===== src/rtl/ula_operand_stage.sv =====
// ID/EX operand stage feeding the 32-bit ALU: operand select, RAW forwarding, load-use bubbles.
// Build option ULA_FWD_EN: defined adds EX/MEM and MEM/WB forwarding; undefined stalls on every RAW hazard.
module ula_operand_stage #(
  parameter int DATA_W = 32,
  parameter int REG_AW = 5,
  parameter int IMM_W  = 16
) (
  input  logic              clk,
  input  logic              reset_n,
  input  logic              flush,
  input  logic              dec_valid,
  output logic              dec_ready,
  input  logic [3:0]        dec_op,
  input  logic [REG_AW-1:0] dec_rs,
  input  logic [REG_AW-1:0] dec_rt,
  input  logic [REG_AW-1:0] dec_rd,
  input  logic [DATA_W-1:0] dec_rs_val,
  input  logic [DATA_W-1:0] dec_rt_val,
  input  logic [IMM_W-1:0]  dec_imm,
  input  logic              dec_use_imm,
  input  logic              dec_is_load,
  input  logic              exm_wr_en,
  input  logic [REG_AW-1:0] exm_rd,
  input  logic [DATA_W-1:0] exm_result,
  input  logic              mwb_wr_en,
  input  logic [REG_AW-1:0] mwb_rd,
  input  logic [DATA_W-1:0] mwb_result,
  output logic              ex_valid,
  input  logic              ex_ready,
  output logic [DATA_W-1:0] ula_a,
  output logic [DATA_W-1:0] ula_b,
  output logic [3:0]        ula_op,
  output logic [REG_AW-1:0] ex_rd,
  output logic              ex_is_load,
  output logic [15:0]       stall_cnt
);

  logic              ex_valid_q, ex_valid_d;
  logic [DATA_W-1:0] a_q, a_d, b_q, b_d;
  logic [3:0]        op_q, op_d;
  logic [REG_AW-1:0] rd_q, rd_d;
  logic              is_load_q, is_load_d;
  logic [15:0]       stall_q, stall_d;

  logic [DATA_W-1:0] imm_ext;
  logic [DATA_W-1:0] src_a, src_b;
  logic [DATA_W-1:0] held_a, held_b;
  logic              hz, accept, bubble;

  // Logical ops (AND/OR/XOR) take a zero-extended immediate; arithmetic ops sign-extend.
  always_comb begin
    if (dec_op == 4'b0000 || dec_op == 4'b0001 || dec_op == 4'b0011)
      imm_ext = {{(DATA_W-IMM_W){1'b0}}, dec_imm};
    else
      imm_ext = {{(DATA_W-IMM_W){dec_imm[IMM_W-1]}}, dec_imm};
  end

`ifdef ULA_FWD_EN
  logic [REG_AW-1:0] rs_q, rs_d, rt_q, rt_d;
  logic              use_imm_q, use_imm_d;

  function automatic logic [DATA_W-1:0] fwd_pick(
    input logic [REG_AW-1:0] r,
    input logic [DATA_W-1:0] dflt,
    input logic              e_we,
    input logic [REG_AW-1:0] e_rd,
    input logic [DATA_W-1:0] e_res,
    input logic              m_we,
    input logic [REG_AW-1:0] m_rd,
    input logic [DATA_W-1:0] m_res
  );
    if (r == '0)                  return dflt;
    else if (e_we && e_rd == r)   return e_res;
    else if (m_we && m_rd == r)   return m_res;
    else                          return dflt;
  endfunction

  assign src_a  = fwd_pick(dec_rs, dec_rs_val, exm_wr_en, exm_rd, exm_result,
                           mwb_wr_en, mwb_rd, mwb_result);
  assign src_b  = dec_use_imm ? imm_ext
                : fwd_pick(dec_rt, dec_rt_val, exm_wr_en, exm_rd, exm_result,
                           mwb_wr_en, mwb_rd, mwb_result);
  // A held instruction keeps snooping writebacks so its operands never go stale.
  assign held_a = fwd_pick(rs_q, a_q, exm_wr_en, exm_rd, exm_result,
                           mwb_wr_en, mwb_rd, mwb_result);
  assign held_b = use_imm_q ? b_q
                : fwd_pick(rt_q, b_q, exm_wr_en, exm_rd, exm_result,
                           mwb_wr_en, mwb_rd, mwb_result);

  assign hz = ex_valid_q & is_load_q & (rd_q != '0) &
              ((dec_rs == rd_q) | (!dec_use_imm & (dec_rt == rd_q)));

  assign rs_d      = accept ? dec_rs      : rs_q;
  assign rt_d      = accept ? dec_rt      : rt_q;
  assign use_imm_d = accept ? dec_use_imm : use_imm_q;

  always_ff @(posedge clk or negedge reset_n) begin
    if (!reset_n) begin
      rs_q      <= '0;
      rt_q      <= '0;
      use_imm_q <= 1'b0;
    end else begin
      rs_q      <= rs_d;
      rt_q      <= rt_d;
      use_imm_q <= use_imm_d;
    end
  end
`else
  function automatic logic raw_hit(
    input logic [REG_AW-1:0] r,
    input logic              e_we,
    input logic [REG_AW-1:0] e_rd,
    input logic              m_we,
    input logic [REG_AW-1:0] m_rd,
    input logic              x_v,
    input logic [REG_AW-1:0] x_rd
  );
    return (r != '0) && ((e_we && e_rd == r) || (m_we && m_rd == r) || (x_v && x_rd == r));
  endfunction

  assign src_a  = dec_rs_val;
  assign src_b  = dec_use_imm ? imm_ext : dec_rt_val;
  assign held_a = a_q;
  assign held_b = b_q;

  assign hz = raw_hit(dec_rs, exm_wr_en, exm_rd, mwb_wr_en, mwb_rd, ex_valid_q, rd_q) |
              (!dec_use_imm &
               raw_hit(dec_rt, exm_wr_en, exm_rd, mwb_wr_en, mwb_rd, ex_valid_q, rd_q));

  // Result buses are only consumed by the forwarding build.
  logic unused_fwd;
  assign unused_fwd = ^{exm_result, mwb_result};
`endif

  assign dec_ready = (!ex_valid_q | ex_ready) & !hz & !flush;
  assign accept    = dec_valid & dec_ready;
  assign bubble    = dec_valid & hz & (!ex_valid_q | ex_ready) & !flush;

  always_comb begin
    // NOTE: every _d defaults to its _q first, so no branch below can infer a latch.
    ex_valid_d = ex_valid_q;
    a_d        = a_q;
    b_d        = b_q;
    op_d       = op_q;
    rd_d       = rd_q;
    is_load_d  = is_load_q;
    stall_d    = stall_q;

    if (flush) begin
      ex_valid_d = 1'b0;
    end else if (accept) begin
      ex_valid_d = 1'b1;
      a_d        = src_a;
      b_d        = src_b;
      op_d       = dec_op;
      rd_d       = dec_rd;
      is_load_d  = dec_is_load;
    end else if (ex_ready) begin
      ex_valid_d = 1'b0;
    end else if (ex_valid_q) begin
      a_d = held_a;
      b_d = held_b;
    end

    if (bubble && stall_q != 16'hFFFF)
      stall_d = stall_q + 16'd1;
  end

  // NOTE: state registers use non-blocking assignment so every flop samples pre-edge values.
  always_ff @(posedge clk or negedge reset_n) begin
    if (!reset_n) begin
      ex_valid_q <= 1'b0;
      a_q        <= '0;
      b_q        <= '0;
      op_q       <= '0;
      rd_q       <= '0;
      is_load_q  <= 1'b0;
      stall_q    <= '0;
    end else begin
      ex_valid_q <= ex_valid_d;
      a_q        <= a_d;
      b_q        <= b_d;
      op_q       <= op_d;
      rd_q       <= rd_d;
      is_load_q  <= is_load_d;
      stall_q    <= stall_d;
    end
  end

  assign ex_valid   = ex_valid_q;
  assign ula_a      = a_q;
  assign ula_b      = b_q;
  assign ula_op     = op_q;
  assign ex_rd      = rd_q;
  assign ex_is_load = is_load_q;
  assign stall_cnt  = stall_q;

endmodule


===== config.mk =====
export PLATFORM = sky130hd
export DESIGN_NAME = ula_operand_stage
export DESIGN_NICKNAME = d
export VERILOG_FILES = /design/src/rtl/ula_operand_stage.sv
export SDC_FILE = /design/constraint.sdc
export NUM_CORES = 1
export LEC_CHECK = 0
export ABC_AREA = 1
export CAP_MARGIN = 10
export CORE_UTILIZATION = 39
export DETAILED_ROUTE_END_ITERATION = 8
export MAX_ROUTING_LAYER = met4
export PLACE_DENSITY_LB_ADDON = 0.05
export SYNTH_ARGS = -nofsm -noshare
export SYNTH_HDL_FRONTEND = slang
export SYNTH_SLANG_ARGS = --single-unit

===== constraint.sdc =====
create_clock -name clk -period 2.1 [get_ports clk]
set_input_delay 0.315 -clock clk [delete_from_list [all_inputs] [get_ports clk]]
set_output_delay 0.315 -clock clk [all_outputs]
set_load 0.01 [all_outputs]

# After elaboration in Yosys (flattened, before gate mapping)
# Cells that the tools add are included.
# op_classes
add_sub_neg	1
mul	0
div_mod_pow	0
order_cmp	0
n_eq_ne	9
n_shift	0
mux	5
n_bitwise	10
n_reduce_logical	24
# ops
cell	count
two-way mux 32 bit	2
== test 5 bit	6
adder 16 x 1 -> 16 bit (second input constant)	1
inequality test 16 bit (second input constant)	1
nonzero test 5 bit	2
logical AND 1 bit	9
AND 1 bit	7
logical OR 1 bit	6
== test 4 x 1 -> 1 bit (second input constant)	1
== test 4 x 2 -> 1 bit (second input constant)	1
zero test 1 bit	4
zero test 4 bit	1
two-way mux 1 bit	3
nonzero test 3 bit	1
OR 1 bit	2
AND reduction 2 bit	1
inverter 1 bit	1
# totals
register_bits	91
latch_bits	0
ram_bits	0
romBits	0
memories	0

# Depth between registers and ports, before layout
# depth
depth_word	13
ltp_mapped	14
depth_no_buf	12

# Worst setup path before layout
# No wires, ideal clock.
# synth_path
path_type	register to register
from	register stall_q[0] (netlist: stall_cnt[0])
to	register stall_q[10] (netlist: stall_cnt[10])
setup_ps	117
arrival_time_ps	1583
required_time_ps	1983
setup_slack_ps	400
stages_incl_launch_ff	8
n_path_buf	1
synth_period_minus_slack_ps	1700
cell_sequence	dfrtp_1 -> ha_1 -> nand3_1 -> nor3_2 -> nand4_2 -> buf_2 -> nand4_1 -> nand2_1
# synth_via
elab_chain_len	2
elab_cells_between_ends	3
classes_between	add/sub: 1; eq/ne: 1; reduce/logical: 1
# synth_lines
item	line	text
from (decl)	43	logic [15:0] stall_q, stall_d;
from (signal assigned)	186	stall_q <= stall_d;
branches (longest 2 deep; another with adder 16 x 1 -> 16 bit)	-	
# Parallel ways; which one is timed is not known.
# A chain may end at the register's enable or synchronous reset.

# Final worst setup path
# layout_path
from	input mwb_rd[3]
to	output dec_ready
# layout_via
elab_chain_len	10
elab_cells_between_ends	15
classes_between	eq/ne: 2; bitwise: 4; reduce/logical: 9
# layout_lines
item	line	text
from (decl)	26	input logic [REG_AW-1:0] mwb_rd,
== test 5 bit	118	return (r != '0) && ((e_we && e_rd == r) || (m_we && m_rd == r) || (x_v && x_rd == r));
logical AND 1 bit	118	
logical OR 1 bit (2 in series)	118	
logical AND 1 bit	118	
AND 1 bit	127	(!dec_use_imm &
OR 1 bit *	126	assign hz = raw_hit(dec_rs, exm_wr_en, exm_rd, mwb_wr_en, mwb_rd, ex_valid_q, rd_q) |
zero test 1 bit *	135	assign dec_ready = (!ex_valid_q | ex_ready) & !hz & !flush;
AND 1 bit * (2 in series)	135	
to (decl)	12	output logic dec_ready,
# Mark *: on every way between the ends. The rest lies on a longest branch, timed or not.

==> results.py <==
metrics = {
    "clock_network": {
        "cts_buffers": 9,
        "clk_pin_slew_ns": 0.06,
        "cts.sink_count": 91,
        "cts_max_level": 3,
        "cts_tree": "built",
        "clock_latency_ns": 0.34,
        "clockBufferDepth": 2,
        "clock-root-buffer": "clkbuf_16",
    },
    "placement": {
        "port_buffers": 209,
        "placed_area_mm2": 0.00718,
        "place_congestion": 0.950,
        "hpwl_um": 11000,
        "placedCellCount": 1052,
    },
    "sta": {
        "fin_crit_ns": 1.99,
        "finalSetupViolCount": 0,
        "max_freq_ghz": 0.501,
        "finalHoldViolations": 0,
        "fin_skew_ns": 0.00851,
        "fin_tns_setup_ns": 0,
        "worst_pin_slew_ns": 0.570,
        "slew_violations": 0,
        "rsz0062_at_grt": "false",
        "min_period_over_period": 0.950,
        "relSlewSlack": 0.620,
    },
    "die": {
        "fp.dieH_um": 114,
        "fp-row-count": 40,
        "boundaryPins": 274,
        "core-area_mm2": 0.0121,
        "die-area_mm2": 0.0129,
        "die_w_um": 114,
        "initial_core_util": 0.402,
    },
    "drt": {
        "vias": 5161,
        "drtIter0Drc": 359,
        "ant_nets": 0,
        "route.detailed.wl_per_inst_um": 14.3,
        "drc": 0,
        "routed_wl_um": 15300,
        "vias_per_cell": 4.83,
        "drt_first_pass_iters": 5,
    },
    "setup_path": {
        "worstSetupPathType": "primary input to output port",
        "path_max_fanout": 3,
        "cp.required_ns": 1.78,
        "crit_path_end_kind": "output port",
        "crit_path_start_kind": "primary input",
        "cp.arrival_ns": 1.68,
    },
    "final_layout": {
        "area_growth_pct": 54.4,
        "final_cell_area_mm2": 0.00752,
        "n_antenna_cell": 0,
        "drive_gt1_frac": 0.0699,
        "final-instance-count-excl-fill": 1069,
        "fin_nets": 1079,
    },
    "logic_synthesis": {
        "synth_area_per_cell_um2": 7.08,
        "ys_ff_latch": 91,
        "synth-seq-area-share": 0.468,
        "synth_top_cell_by_area": "dfrtp_1",
        "synthTopCellsByArea": "dfrtp_1, nand2_1, nand3_1",
        "ys_types": 25,
        "syn_nets": 871,
        "synthesis.area_mm2": 0.00487,
        "yosys.area.top_type_share": 0.468,
        "ys_warn_count": 0,
        "netlist_instances": 688,
    },
    "global_route": {
        "grt_pass1_vias": 4833,
        "antenna_found_initial": 0,
        "grt_use_total": 0.248,
        "grt_start_max_net_pins": 63,
        "grt_overflow": 0,
        "grt_pass1_wl_um": 24500,
    },
    "power_and_ir_drop": {
        "p_leak_uw": 0.00385,
        "ir_worst_vdd_v": 0.000490,
        "power.density_mw_per_mm2": 762,
    },
    "run": {
        "drv_cap": 0,
    },
    "run_status": {
        "status": "finished, final reports clean",
    },
    "worst_hold_path": {
        "worstHoldPathType": "register to register",
    },
}
[worst paths after layout]
path | slack (ns) | startpoint | depth (start not counted) | endpoint
setup / recovery | 0.11 | mwb_rd[3] | 11 | dec_ready
hold / removal | 0.47 | ula_b[6]$_DFFE_PN0P_ | 2 | ula_b[6]$_DFFE_PN0P_
setup reg to reg | 0.20 | ex_rd[4]$_DFFE_PN0P_ | 14 | stall_cnt[4]$_DFFE_PN0P_
hold reg to reg | 0.47 | ula_b[6]$_DFFE_PN0P_ | 2 | ula_b[6]$_DFFE_PN0P_
max in group asynchronous | 0.90 | reset_n | 3 | ula_b[18]$_DFFE_PN0P_
min in group asynchronous | 0.50 | reset_n | 2 | stall_cnt[8]$_DFFE_PN0P_
[critical path, stage by stage]
cell and delay [ns]:
clkdlybuf4s50_1 0.49, inv_1 0.08, nand2_1 0.06, nand2_1 0.05
nor2_1 0.15, nand3_1 0.10, nand3_1 0.09, nand2_1 0.07
nand2_2 0.08, nor2_1 0.04, buf_2 0.15
[power by group]
part           switching [µW]  internal, µW
Clock                     707           970
Sequential                205          2060
Combinational             824           962
[metal layers]
layer	vias up	global-route usage	share of wire
met2	168	0.384	0.48
met1	2410	0.322	0.44
met4	0	0.0860	0.018
met5	-	-	0
li1	2563	-	-
met3	20	0.0553	0.067
[state kept, by name (all words and copies together) (netlist names)]
register / cells
ex_rd: 5
ex_is_load: 1
ula_a: 32
ex_valid: 1
stall_cnt: 16
ula_op: 4
ula_b: 32
[synthesized netlist by cell type]
cell      instances
nand3_2           1
clkbuf_1          5
nor3_1            4
nor2_1           32
inv_2             9
o311ai_1          1
dfrtp_1          91
o21ai_1           3
buf_1             6
buf_6             6
inv_1            32
xnor2_1           3
nand2_2           2
nand4_1          17
o21ai_0           2
buf_4             2
nand4_2           1
buf_2            17
o31ai_1           1
nand3_1          92
ha_1              1
nor3b_2           1
nor3_2            1
nand2_1         350
xor2_1            8
[layout make-up]
| type | instances | area (µm²) |
|---|---|---|
| fillers | 1159 | 4590 |
| inverters | 41 | 154 |
| well taps | 168 | 210 |
| clock inverters | 4 | 57.6 |
| multi-input cells | 520 | 2260 |
| flip-flops and latches | 91 | 2280 |
| clock buffers | 12 | 246 |
| repair buffers | 233 | 2310 |
[stage by stage]
step                worst slack, ns   util  power (µW)  hold slack [ns]
floorplan                     0.400      -        2980           0.0194
global placement             -0.398  0.593        4050            0.343
detailed placement           -0.353  0.593        4080            0.353
CTS                          0.0944  0.619        5780            0.473
global route               0.000240  0.621        6030            0.487
finish                        0.105  0.621        5730            0.470
[cell families (layout without fill, tap and decap cells)]
family | count (synthesis) | count (layout) | share of synthesized area
flip-flops | 91 | 91 | 0.468
XOR/XNOR | 11 | 11 | 0.0198
buffers and inverters | 77 | 290 | 0.0745
AO/OA/AOI/OAI | 7 | 7 | 0.00848
AND/OR/NAND/NOR | 501 | 501 | 0.427
adder cells (fa/ha/maj) | 1 | 1 | 0.00257
[cell usage in the layout (no fill, tap or decap), drive strengths merged]
cell type      netlist  routed
xnor2                3       3
clkbuf               5      12
o21ai                5       5
xor2                 8       8
buf                 31      25
clkinvlp             0       1
dlygate4sd3          0       1
clkdlybuf4s50        0     198
nand2              352     352
o31ai                1       1
nor3                 5       5
dlymetal6s2s         0       3
nand4               18      18
o311ai               1       1
nor3b                1       1
nand3               93      93
dlygate4sd2          0       6
nor2                32      32
bufinv               0       1
inv                 41      43
ha                   1       1
dfrtp               91      91
[timing repair]
| action | CTS | global route |
|---|---|---|
| gates resized for setup | 14 | 10 |
| endpoints found under the setup margin | 1 | 51 |
| endpoints found under the hold margin | 41 | 0 |
| buffers inserted | 0 | 0 |
| hold buffers | 1 | 0 |
| pin swaps | 0 | 1 |
(Power assumes the default switching activity.)
